==> src/rtl/micro_riscv_mc_if.sv <==
`default_nettype none
// ============================================================================
// Module   : micro_riscv_mc_if
// Brief    : Instruction and data req/gnt/rvalid buses of the multi-cycle core.
// Revision : 1.0  initial release
// ============================================================================
interface micro_riscv_mc_if;
  logic        instr_req_o;
  logic [31:0] instr_addr_o;
  logic        instr_gnt_i;
  logic        instr_rvalid_i;
  logic [31:0] instr_rdata_i;

  logic        data_req_o;
  logic        data_we_o;
  logic [31:0] data_addr_o;
  logic [31:0] data_wdata_o;
  logic [3:0]  data_be_o;
  logic        data_gnt_i;
  logic        data_rvalid_i;
  logic [31:0] data_rdata_i;

  modport master (
    output instr_req_o, instr_addr_o,
    input  instr_gnt_i, instr_rvalid_i, instr_rdata_i,
    output data_req_o, data_we_o, data_addr_o, data_wdata_o, data_be_o,
    input  data_gnt_i, data_rvalid_i, data_rdata_i
  );

  modport slave (
    input  instr_req_o, instr_addr_o,
    output instr_gnt_i, instr_rvalid_i, instr_rdata_i,
    input  data_req_o, data_we_o, data_addr_o, data_wdata_o, data_be_o,
    output data_gnt_i, data_rvalid_i, data_rdata_i
  );
endinterface
`default_nettype wire

==> src/rtl/micro_riscv_mc.sv <==
`default_nettype none
// ============================================================================
// Module   : micro_riscv_mc
// Brief    : Multi-cycle RV32I-subset core with req/gnt/rvalid memory ports.
// Revision : 1.0  initial release
// ============================================================================
module micro_riscv_mc #(
  parameter logic [31:0] RESET_ADDR = 32'h0000_0000,
  parameter int          CNT_WIDTH  = 32
) (
  input  wire logic                 clk_i,
  input  wire logic                 reset_i,
  micro_riscv_mc_if.master          bus,
  output logic                      cpu_finish_o,
  output logic                      cpu_illegal_o,
  output logic [CNT_WIDTH-1:0]      cycle_cnt_o,
  output logic [CNT_WIDTH-1:0]      instret_cnt_o
);

  typedef enum logic [2:0] {
    ST_FETCH = 3'd0,
    ST_IWAIT = 3'd1,
    ST_EXEC  = 3'd2,
    ST_MEM   = 3'd3,
    ST_DWAIT = 3'd4,
    ST_HALT  = 3'd5
  } state_t;

  localparam logic [6:0]  c_op_lui    = 7'b0110111;
  localparam logic [6:0]  c_op_auipc  = 7'b0010111;
  localparam logic [6:0]  c_op_jal    = 7'b1101111;
  localparam logic [6:0]  c_op_jalr   = 7'b1100111;
  localparam logic [6:0]  c_op_branch = 7'b1100011;
  localparam logic [6:0]  c_op_load   = 7'b0000011;
  localparam logic [6:0]  c_op_store  = 7'b0100011;
  localparam logic [6:0]  c_op_imm    = 7'b0010011;
  localparam logic [6:0]  c_op_reg    = 7'b0110011;
  localparam logic [6:0]  c_op_system = 7'b1110011;
  localparam logic [31:0] c_ebreak    = 32'h0010_0073;
  localparam logic [CNT_WIDTH-1:0] c_cnt_one = CNT_WIDTH'(1);

  state_t                r_state;
  state_t                w_state_nxt;
  logic [31:0]           r_pc;
  logic [31:0]           r_ir;
  logic [31:0]           r_daddr;
  logic [31:0]           r_dwdata;
  logic                  r_dwe;
  logic                  r_illegal;
  logic [CNT_WIDTH-1:0]  r_cycle;
  logic [CNT_WIDTH-1:0]  r_instret;
  logic [31:0]           r_rf [32];

  logic [6:0]  w_opcode;
  logic [4:0]  w_rd;
  logic [4:0]  w_rs1;
  logic [4:0]  w_rs2;
  logic [2:0]  w_f3;
  logic [6:0]  w_f7;
  logic [31:0] w_imm_i, w_imm_s, w_imm_b, w_imm_u, w_imm_j;
  logic [31:0] w_rs1_val, w_rs2_val, w_pc4;

  logic        w_legal, w_wb_en, w_is_mem, w_mem_we, w_ebreak, w_taken, w_br_ok;
  logic [31:0] w_wb_data, w_next_pc, w_target, w_mem_addr;
  logic        w_retire;

  assign w_opcode  = r_ir[6:0];
  assign w_rd      = r_ir[11:7];
  assign w_f3      = r_ir[14:12];
  assign w_rs1     = r_ir[19:15];
  assign w_rs2     = r_ir[24:20];
  assign w_f7      = r_ir[31:25];
  assign w_imm_i   = {{20{r_ir[31]}}, r_ir[31:20]};
  assign w_imm_s   = {{20{r_ir[31]}}, r_ir[31:25], r_ir[11:7]};
  assign w_imm_b   = {{19{r_ir[31]}}, r_ir[31], r_ir[7], r_ir[30:25], r_ir[11:8], 1'b0};
  assign w_imm_u   = {r_ir[31:12], 12'h000};
  assign w_imm_j   = {{11{r_ir[31]}}, r_ir[31], r_ir[19:12], r_ir[20], r_ir[30:21], 1'b0};
  // x0 is held at zero by never being written, so reads need no special case
  assign w_rs1_val = r_rf[w_rs1];
  assign w_rs2_val = r_rf[w_rs2];
  assign w_pc4     = r_pc + 32'd4;

  always_comb begin
    w_legal    = 1'b0;
    w_wb_en    = 1'b0;
    w_wb_data  = 32'h0;
    w_next_pc  = w_pc4;
    w_target   = 32'h0;
    w_is_mem   = 1'b0;
    w_mem_we   = 1'b0;
    w_mem_addr = 32'h0;
    w_ebreak   = 1'b0;
    w_taken    = 1'b0;
    w_br_ok    = 1'b0;
    case (w_opcode)
      c_op_lui: begin
        w_legal   = 1'b1;
        w_wb_en   = 1'b1;
        w_wb_data = w_imm_u;
      end
      c_op_auipc: begin
        w_legal   = 1'b1;
        w_wb_en   = 1'b1;
        w_wb_data = r_pc + w_imm_u;
      end
      c_op_jal: begin
        w_target  = r_pc + w_imm_j;
        w_legal   = (w_target[1:0] == 2'b00);
        w_wb_en   = 1'b1;
        w_wb_data = w_pc4;
        w_next_pc = w_target;
      end
      c_op_jalr: begin
        w_target  = (w_rs1_val + w_imm_i) & ~32'd1;
        w_legal   = (w_f3 == 3'b000) && !w_target[1];
        w_wb_en   = 1'b1;
        w_wb_data = w_pc4;
        w_next_pc = w_target;
      end
      c_op_branch: begin
        w_target = r_pc + w_imm_b;
        case (w_f3)
          3'b000:  begin w_br_ok = 1'b1; w_taken = (w_rs1_val == w_rs2_val); end
          3'b001:  begin w_br_ok = 1'b1; w_taken = (w_rs1_val != w_rs2_val); end
          3'b100:  begin w_br_ok = 1'b1; w_taken = ($signed(w_rs1_val) <  $signed(w_rs2_val)); end
          3'b101:  begin w_br_ok = 1'b1; w_taken = ($signed(w_rs1_val) >= $signed(w_rs2_val)); end
          default: begin w_br_ok = 1'b0; w_taken = 1'b0; end
        endcase
        // a misaligned target only faults when the branch is actually taken
        w_legal = w_br_ok && !(w_taken && (w_target[1:0] != 2'b00));
        if (w_taken) w_next_pc = w_target;
      end
      c_op_load: begin
        w_mem_addr = w_rs1_val + w_imm_i;
        w_is_mem   = 1'b1;
        w_legal    = (w_f3 == 3'b010) && (w_mem_addr[1:0] == 2'b00);
      end
      c_op_store: begin
        w_mem_addr = w_rs1_val + w_imm_s;
        w_is_mem   = 1'b1;
        w_mem_we   = 1'b1;
        w_legal    = (w_f3 == 3'b010) && (w_mem_addr[1:0] == 2'b00);
      end
      c_op_imm: begin
        w_legal   = (w_f3 == 3'b000);
        w_wb_en   = 1'b1;
        w_wb_data = w_rs1_val + w_imm_i;
      end
      c_op_reg: begin
        w_legal = 1'b1;
        w_wb_en = 1'b1;
        case ({w_f7, w_f3})
          10'b0000000_000: w_wb_data = w_rs1_val + w_rs2_val;
          10'b0100000_000: w_wb_data = w_rs1_val - w_rs2_val;
          10'b0000000_001: w_wb_data = w_rs1_val << w_rs2_val[4:0];
          10'b0000000_100: w_wb_data = w_rs1_val ^ w_rs2_val;
          10'b0000000_101: w_wb_data = w_rs1_val >> w_rs2_val[4:0];
          10'b0100000_101: w_wb_data = $unsigned($signed(w_rs1_val) >>> w_rs2_val[4:0]);
          10'b0000000_110: w_wb_data = w_rs1_val | w_rs2_val;
          10'b0000000_111: w_wb_data = w_rs1_val & w_rs2_val;
          default: begin
            w_legal = 1'b0;
            w_wb_en = 1'b0;
          end
        endcase
      end
      c_op_system: begin
        w_legal  = (r_ir == c_ebreak);
        w_ebreak = (r_ir == c_ebreak);
      end
      default: w_legal = 1'b0;
    endcase
  end

  assign w_retire = ((r_state == ST_EXEC) && w_legal && !w_is_mem) ||
                    ((r_state == ST_DWAIT) && bus.data_rvalid_i);

  always_ff @(posedge clk_i) begin
    if (reset_i) r_state <= ST_FETCH;
    else         r_state <= w_state_nxt;
  end

  always_comb begin
    w_state_nxt = r_state;
    case (r_state)
      ST_FETCH: if (bus.instr_gnt_i)    w_state_nxt = ST_IWAIT;
      ST_IWAIT: if (bus.instr_rvalid_i) w_state_nxt = ST_EXEC;
      ST_EXEC: begin
        if (!w_legal || w_ebreak) w_state_nxt = ST_HALT;
        else if (w_is_mem)        w_state_nxt = ST_MEM;
        else                      w_state_nxt = ST_FETCH;
      end
      ST_MEM:   if (bus.data_gnt_i)     w_state_nxt = ST_DWAIT;
      ST_DWAIT: if (bus.data_rvalid_i)  w_state_nxt = ST_FETCH;
      ST_HALT:  w_state_nxt = ST_HALT;
      default:  w_state_nxt = ST_FETCH;
    endcase
  end

  always_ff @(posedge clk_i) begin
    if (reset_i) begin
      r_pc      <= RESET_ADDR;
      r_ir      <= 32'h0;
      r_daddr   <= 32'h0;
      r_dwdata  <= 32'h0;
      r_dwe     <= 1'b0;
      r_illegal <= 1'b0;
      r_cycle   <= '0;
      r_instret <= '0;
      for (int i = 0; i < 32; i++) r_rf[i] <= 32'h0;
    end else begin
      if (r_state != ST_HALT) r_cycle   <= r_cycle + c_cnt_one;
      if (w_retire)           r_instret <= r_instret + c_cnt_one;
      case (r_state)
        ST_IWAIT: if (bus.instr_rvalid_i) r_ir <= bus.instr_rdata_i;
        ST_EXEC: begin
          if (!w_legal) begin
            r_illegal <= 1'b1;
          end else if (w_is_mem) begin
            r_daddr  <= w_mem_addr;
            r_dwdata <= w_rs2_val;
            r_dwe    <= w_mem_we;
          end else if (!w_ebreak) begin
            r_pc <= w_next_pc;
            if (w_wb_en && (w_rd != 5'd0)) r_rf[w_rd] <= w_wb_data;
          end
        end
        ST_DWAIT: begin
          if (bus.data_rvalid_i) begin
            r_pc <= w_pc4;
            if (!r_dwe && (w_rd != 5'd0)) r_rf[w_rd] <= bus.data_rdata_i;
          end
        end
        default: ;
      endcase
    end
  end

  // requests are masked while reset is held so the bus is quiet during reset
  assign bus.instr_req_o  = (r_state == ST_FETCH) && !reset_i;
  assign bus.instr_addr_o = r_pc;
  assign bus.data_req_o   = (r_state == ST_MEM) && !reset_i;
  assign bus.data_we_o    = (r_state == ST_MEM) && !reset_i && r_dwe;
  assign bus.data_be_o    = ((r_state == ST_MEM) && !reset_i) ? 4'hF : 4'h0;
  assign bus.data_addr_o  = r_daddr;
  assign bus.data_wdata_o = r_dwdata;

  assign cpu_finish_o  = (r_state == ST_HALT);
  assign cpu_illegal_o = r_illegal;
  assign cycle_cnt_o   = r_cycle;
  assign instret_cnt_o = r_instret;

endmodule
`default_nettype wire

==> src/flat_wrapper.sv <==
// flat-port wrapper written by rule: the top's interface ports become plain ports
module micro_riscv_mc_flat 
#(
  parameter logic [31:0] RESET_ADDR = 32'h0000_0000,
  parameter int          CNT_WIDTH  = 32
)
  (clk_i, reset_i, cpu_finish_o, cpu_illegal_o, cycle_cnt_o, instret_cnt_o, bus_instr_req_o, bus_instr_addr_o, bus_instr_gnt_i, bus_instr_rvalid_i, bus_instr_rdata_i, bus_data_req_o, bus_data_we_o, bus_data_addr_o, bus_data_wdata_o, bus_data_be_o, bus_data_gnt_i, bus_data_rvalid_i, bus_data_rdata_i);
  micro_riscv_mc_if bus_i ();
  input  wire logic clk_i;
  input  wire logic reset_i;
  output logic cpu_finish_o;
  output logic cpu_illegal_o;
  output logic [CNT_WIDTH-1:0] cycle_cnt_o;
  output logic [CNT_WIDTH-1:0] instret_cnt_o;
  output wire logic [$bits(bus_i.instr_req_o)-1:0] bus_instr_req_o;
  output wire logic [$bits(bus_i.instr_addr_o)-1:0] bus_instr_addr_o;
  input wire logic [$bits(bus_i.instr_gnt_i)-1:0] bus_instr_gnt_i;
  input wire logic [$bits(bus_i.instr_rvalid_i)-1:0] bus_instr_rvalid_i;
  input wire logic [$bits(bus_i.instr_rdata_i)-1:0] bus_instr_rdata_i;
  output wire logic [$bits(bus_i.data_req_o)-1:0] bus_data_req_o;
  output wire logic [$bits(bus_i.data_we_o)-1:0] bus_data_we_o;
  output wire logic [$bits(bus_i.data_addr_o)-1:0] bus_data_addr_o;
  output wire logic [$bits(bus_i.data_wdata_o)-1:0] bus_data_wdata_o;
  output wire logic [$bits(bus_i.data_be_o)-1:0] bus_data_be_o;
  input wire logic [$bits(bus_i.data_gnt_i)-1:0] bus_data_gnt_i;
  input wire logic [$bits(bus_i.data_rvalid_i)-1:0] bus_data_rvalid_i;
  input wire logic [$bits(bus_i.data_rdata_i)-1:0] bus_data_rdata_i;
  assign bus_instr_req_o = bus_i.instr_req_o;
  assign bus_instr_addr_o = bus_i.instr_addr_o;
  assign bus_i.instr_gnt_i = bus_instr_gnt_i;
  assign bus_i.instr_rvalid_i = bus_instr_rvalid_i;
  assign bus_i.instr_rdata_i = bus_instr_rdata_i;
  assign bus_data_req_o = bus_i.data_req_o;
  assign bus_data_we_o = bus_i.data_we_o;
  assign bus_data_addr_o = bus_i.data_addr_o;
  assign bus_data_wdata_o = bus_i.data_wdata_o;
  assign bus_data_be_o = bus_i.data_be_o;
  assign bus_i.data_gnt_i = bus_data_gnt_i;
  assign bus_i.data_rvalid_i = bus_data_rvalid_i;
  assign bus_i.data_rdata_i = bus_data_rdata_i;
  micro_riscv_mc #(.RESET_ADDR(RESET_ADDR), .CNT_WIDTH(CNT_WIDTH)) u_core (.clk_i(clk_i), .reset_i(reset_i), .bus(bus_i), .cpu_finish_o(cpu_finish_o), .cpu_illegal_o(cpu_illegal_o), .cycle_cnt_o(cycle_cnt_o), .instret_cnt_o(instret_cnt_o));
endmodule
==> config.mk <==
export PLATFORM = sky130hd
export DESIGN_NAME = micro_riscv_mc_flat
export DESIGN_NICKNAME = d
export VERILOG_FILES = /design/src/rtl/micro_riscv_mc_if.sv /design/src/rtl/micro_riscv_mc.sv /design/src/flat_wrapper.sv
export SDC_FILE = /design/constraint.sdc
export NUM_CORES = 2
export LEC_CHECK = 0
export CORE_MARGIN = 2
export CORE_UTILIZATION = 57
export CTS_BUF_LIST = sky130_fd_sc_hd__clkbuf_4 sky130_fd_sc_hd__clkbuf_8
export CTS_CLUSTER_DIAMETER = 40
export DETAILED_ROUTE_END_ITERATION = 12
export PLACE_DENSITY = 0.78
export SYNTH_ARGS = -nofsm -noshare
export SYNTH_HDL_FRONTEND = slang
export SYNTH_SLANG_ARGS = --single-unit
==> constraint.sdc <==
create_clock -name clk_i -period 15.71 [get_ports clk_i]
set_clock_uncertainty 0.05 [all_clocks]
set_input_delay 1.571 -clock clk_i [delete_from_list [all_inputs] [get_ports clk_i]]
set_output_delay 1.571 -clock clk_i [all_outputs]
set_load 0.01 [all_outputs]
Yosys cells after proc, flatten, opt, wreduce, memory -nomap -nowiden
Memory sizes are Yosys's and may differ from the RTL's. A register that Yosys moved wholly into a read port is not among the register bits.
Cells that the tools add are included.
{"block": "word_totals", "memories": 1, "regBits": 197, "ramBits": 1024, "output_inout_bits": 169, "word_cells": 159, "input_bits": 70}
{"block": "op_classes", "n_shift": 3, "n_bitwise": 5, "n_eq_ne": 37, "order_cmp": 2, "n_reduce_logical": 42, "muxes": 50, "add_sub_neg": 10}
{"memory": "u_core.r_rf", "words": 32, "word_bits": 32, "read_ports": 2, "rd_clocked_by_memory_dff": 2, "write_ports": 32, "line": "micro_riscv_mc.sv:52", "rtl": "logic [31:0] r_rf [32];"}
{"operator": "$pmux 32 s8", "n": 1}
{"operator": "$mux 32", "n": 7}
{"operator": "$add 32x32->32", "n": 6}
{"operator": "$pmux 32 s5", "n": 1}
{"operator": "$pmux 32 s2", "n": 2}
{"operator": "$pmux 32 s3", "n": 1}
{"operator": "$add 32x1->32 const B", "n": 2}
{"operator": "$eq 10x3->1 const B", "n": 4}
{"operator": "$add 32x3->32 const B", "n": 1}
{"operator": "$and 32x32->32", "n": 1}
{"operator": "$eq 32x21->1 const B", "n": 1}
{"operator": "$eq 32x32->1", "n": 1}
{"operator": "$ge 32x32->1", "n": 1}
{"operator": "$lt 32x32->1", "n": 1}
{"operator": "$ne 32x32->1", "n": 1}
{"operator": "$or 32x32->32", "n": 1}
{"operator": "$reduce_or 32->1", "n": 1}
{"operator": "$shl 32x5->32", "n": 1}
{"operator": "$shr 32x5->32", "n": 1}
{"operator": "$sshr 32x5->32", "n": 1}
{"operator": "$sub 32x32->32", "n": 1}
{"operator": "$xor 32x32->32", "n": 1}
{"operator": "$eq 7x7->1 const B", "n": 4}
{"operator": "$mux 5", "n": 5}
{"operator": "37 further kinds", "n": 102}

Longest topological paths before layout
{"block": "logic_depth", "word_depth": 15, "ltp_mapped": 28, "mapped_depth_nobuf": 20}

Worst setup path after synthesis
No wires, ideal clock.
{"block": "synth_path", "path_type": "flip-flop to flip-flop", "start": "reg (tool-made name)", "end": "mem u_core.r_rf[2][0] (enable)", "t_required_ns": 15.178, "period_less_slack_ns": 6.968, "path_buffers": 7, "stages_incl_launch_ff": 25, "setup_time_ns": 0.482, "setup_slack_ns": 8.742, "t_arrival_ns": 6.436, "cell_sequence": "dfxtp_1 buf_6 buf_6 buf_4 buf_2 clkbuf_1 buf_1 mux4_2 mux4_2 nand2_1 nand2_1 inv_1 ha_1 clkbuf_1 nor3_1 nand2_1 nor4_1 o31ai_1 a2111oi_0 o21ai_1 and2_1 nand3_1 a21oi_2 nand2_1 nand2b_1"}
{"element": "end: declaration", "line": "micro_riscv_mc.sv:52"}

==> reports/metrics.cfg <==
[floorplan]
ios = 239
initial_core_util_pct = 57.5
die_y_um = 374
rows = 135
core_um2 = 136000
dieArea_um2 = 140000
die_x_um = 374

[synth]
yosys_register_bits = 1230
synth.distinct_cells = 102
yosys-top-cells-count = nor2_1 (1,311), edfxtp_1 (1,024), nand2_1 (501)
yosysWarnings = 0
synth_most_common_cell = nor2_1
syn-instance-count = 7336
yosys_most_used_dff = edfxtp_1
yosys-top-cells-area = edfxtp_1 (39%), mux4_2 (12%), mux2i_1 (6.3%)
yosysSeqAreaShare_pct = 44.7
async_reset_ff_share_pct = 0
synth_edf_count = 1024
synth_area_leader_cell = edfxtp_1
synth_top_area_share_pct = 39.4
netlist_area_um2 = 78000
avgSynthCellArea_um2 = 10.6

[status]
failed_checks = capacitance limit, slew limit
outcome = finished, violations left

[critical_path]
cp-start-kind = flop
criticalPathCategory = reg -> reg
r2r_setup_slack_ns = 5.23
cp.arrival_ns = 11.02
r2r_end = u_core.r_rf[27][28]
worstPathMaxFanout = 43
rr_worst_depth = 21
end_kind = flop
cp_data_required_time_ns = 16.25

[sta]
setup_viol = 0
fin_ws_ns = 5.23
worst_pin_slew_ns = 1.54
max_freq_mhz = 95.4
tns_ns = 0
fin_crit_ns = 10.48
finalCritPeriodShare_pct = 66.7
finalHoldViolCount = 0
rsz0062_at_grt = no
slew_violations = 33
slew_headroom_pct = -2.90

[place]
gp_congestion = 1.07
post-place-ws_ns = 5.73
dp_cells = 8966
placed_area_um2 = 81800
dpl.hpwl_um = 243000
io_buffers = 237

[layout]
drive_above_1_share_pct = 16.1
layout.nets = 7670
finalNonFillerCells = 9381
fin_area_um2 = 86500
syn2layout_area_growth_pct = 10.9

[pwr]
switching_share_pct = 34.4
switching_power_w = 0.00323
p_per_area_nw_per_um2 = 108
p_clk_share_pct = 34.6
combPwrFrac_pct = 25.5
p_leak_nw = 29.0
seqPwrFrac_pct = 39.9
p_int_w = 0.00615
vdd_ir_drop_max_uv = 105

[drt]
firstDrtPassIters = 12
avgViaCountPerCell = 7.42
totalWireLength_um = 352000
drc = 0
wire_per_inst_um = 37.5
dr.first_iter.drc_count = 12000
vias = 69600
final_antenna_net_count = 0

[global_route]
top_usage_layer = met2
antenna_found_initial = 13
grtUsageMet2_pct = 70.7
first_global_vias = 65200
grt_pass1_wl_um = 490000
use_met1_pct = 61.7
grt_max_degree = 141
gr-total-overflow = 0
grt_usage_pct = 49.4
grt.met3_usage_pct = 18.7

[cts]
cts_sinks = 1230
cts_made_buffers = 215
cts_tree = yes
hold_buffers = 0
clock_path_buffers = 3
cts_setup_buffers = 0
clkTransAtPathRegs_ns = 0.07
post_cts_resized = 0
clk_latency_ns = 1.02
ctsHtreeMaxLevel = 4
cts-root-buf = clkbuf_8

[worst_hold_path]
holdCritStartpoint = u_core.bus.data_addr_o[6]
hold_end = u_core.bus.data_addr_o[6]
hp-class = reg -> reg
hold_depth = 2

[run]
cap_violations = 1

[cells in the final DEF, fill, tap and decap left out, types with 42 or more instances in the layout]
master	n
nor2_1	1307
edfxtp_1	1024
mux2i_1	494
nand2_1	469
a21oi_1	425
mux4_2	415
clkdlybuf4s50_1	236
a22oi_1	232
clkbuf_8	221
o21ai_0	219
buf_4	215
dfxtp_1	198
ha_1	191
nand3_1	171
nor3_1	152
xnor2_1	144
inv_1	135
xor2_1	82
nand4_1	72
a211oi_1	66
a21o_1	63
clkbuf_4	59
clkinv_1	47
o211ai_1	42
[power by group through the flow]
stage | Sequential (W) | Clock, W | Combinational, W
2_1_floorplan | 0.00373 | 0 | 0.00141
3_5_place_dp | 0.00380 | 0 | 0.00227
4_1_cts | 0.00373 | 0.00323 | 0.00228
3_3_place_gp | 0.00379 | 0 | 0.00228
6_report | 0.00374 | 0.00324 | 0.00240
5_1_grt | 0.00374 | 0.00337 | 0.00245
[worst max-delay path: stages (launching register included)]
cell and delay [ns]:
dfxtp_4 0.66, buf_4 0.85, nor2b_4 0.29, buf_4 0.52
buf_4 0.57, a22oi_1 0.19, nand3_1 0.12, nand4_1 0.40
buf_4 0.38, inv_1 0.09, ha_1 0.34, nor2_1 0.31
nand3_1 0.16, nor4_1 0.85, nand4_1 0.19, o221a_2 0.39
o21ai_1 0.22, and2_1 0.21, nand3_1 0.55, a21oi_2 0.72
nand2_2 0.71, nand2b_2 1.13
[routing by layer]
| metal | vias to the layer above | share of wire [%] |
|---|---|---|
| li1 | 27600 | - |
| met1 | 33600 | 34 |
| met2 | 6758 | 42 |
| met3 | 1588 | 16 |
| met4 | 4 | 8.9 |
| met5 | - | 0.011 |
[logic make-up (layout without fill, tap and decap cells)]
family	after synthesis	after routing	share of synthesized area (%)
fa+ha+maj	198	198	3.24
simple gates	2527	2527	14.2
flops	1230	1230	44.7
xor+xnor	226	226	2.54
buf+inv	782	998	4.62
mux	933	933	18.7
other cells	1	49	0.00481
compound gates	1439	1439	12.0
[through the flow]
step	power (W)	utilization, %	hold slack, ns
after floorplan	0.00514	-	0.394
after global placement	0.00607	60.3	0.392
after detailed placement	0.00606	60.3	0.404
after CTS	0.00923	63.7	0.411
after global routing	0.00956	63.7	0.429
final	0.00938	63.7	0.410
[final cells by class]
| class | instances | area, um2 |
|---|---|---|
| diodes | 16 | 40.0 |
| clock buffers | 280 | 3480 |
| clock inverters | 119 | 1160 |
| fillers | 10600 | 49200 |
| inverters | 143 | 542 |
| multi-input cells | 5356 | 40000 |
| flip-flops and latches | 1230 | 34900 |
| well taps | 1781 | 2230 |
| repair buffers | 456 | 4070 |
[state kept, by name (all words and copies together), names as in the netlist, named ones only]
register,flops
u_core.cycle_cnt_o,32
u_core.cpu_illegal_o,1
u_core.bus.instr_addr_o,31
u_core.r_state,3
u_core.r_dwe,1
u_core.instret_cnt_o,32
u_core.bus.data_addr_o,32
u_core.bus.data_wdata_o,32
u_core.r_ir,32
u_core.r_rf,1024
[worst max-delay path by stage]
stage	from	endpoint	slack, ns	depth (start not counted)
finish	flop	u_core.r_rf[27][28]	5.23	21
global route	flop	u_core.r_rf[27][15]	5.05	20
CTS	flop	u_core.r_rf[27][13]	5.69	20
detailed placement	flop	u_core.r_rf[27][22]	5.73	21
global placement	flop	u_core.r_rf[27][17]	5.72	21
floorplan	flop	u_core.r_rf[2][0]	8.74	24
(Power assumes the default switching activity.)
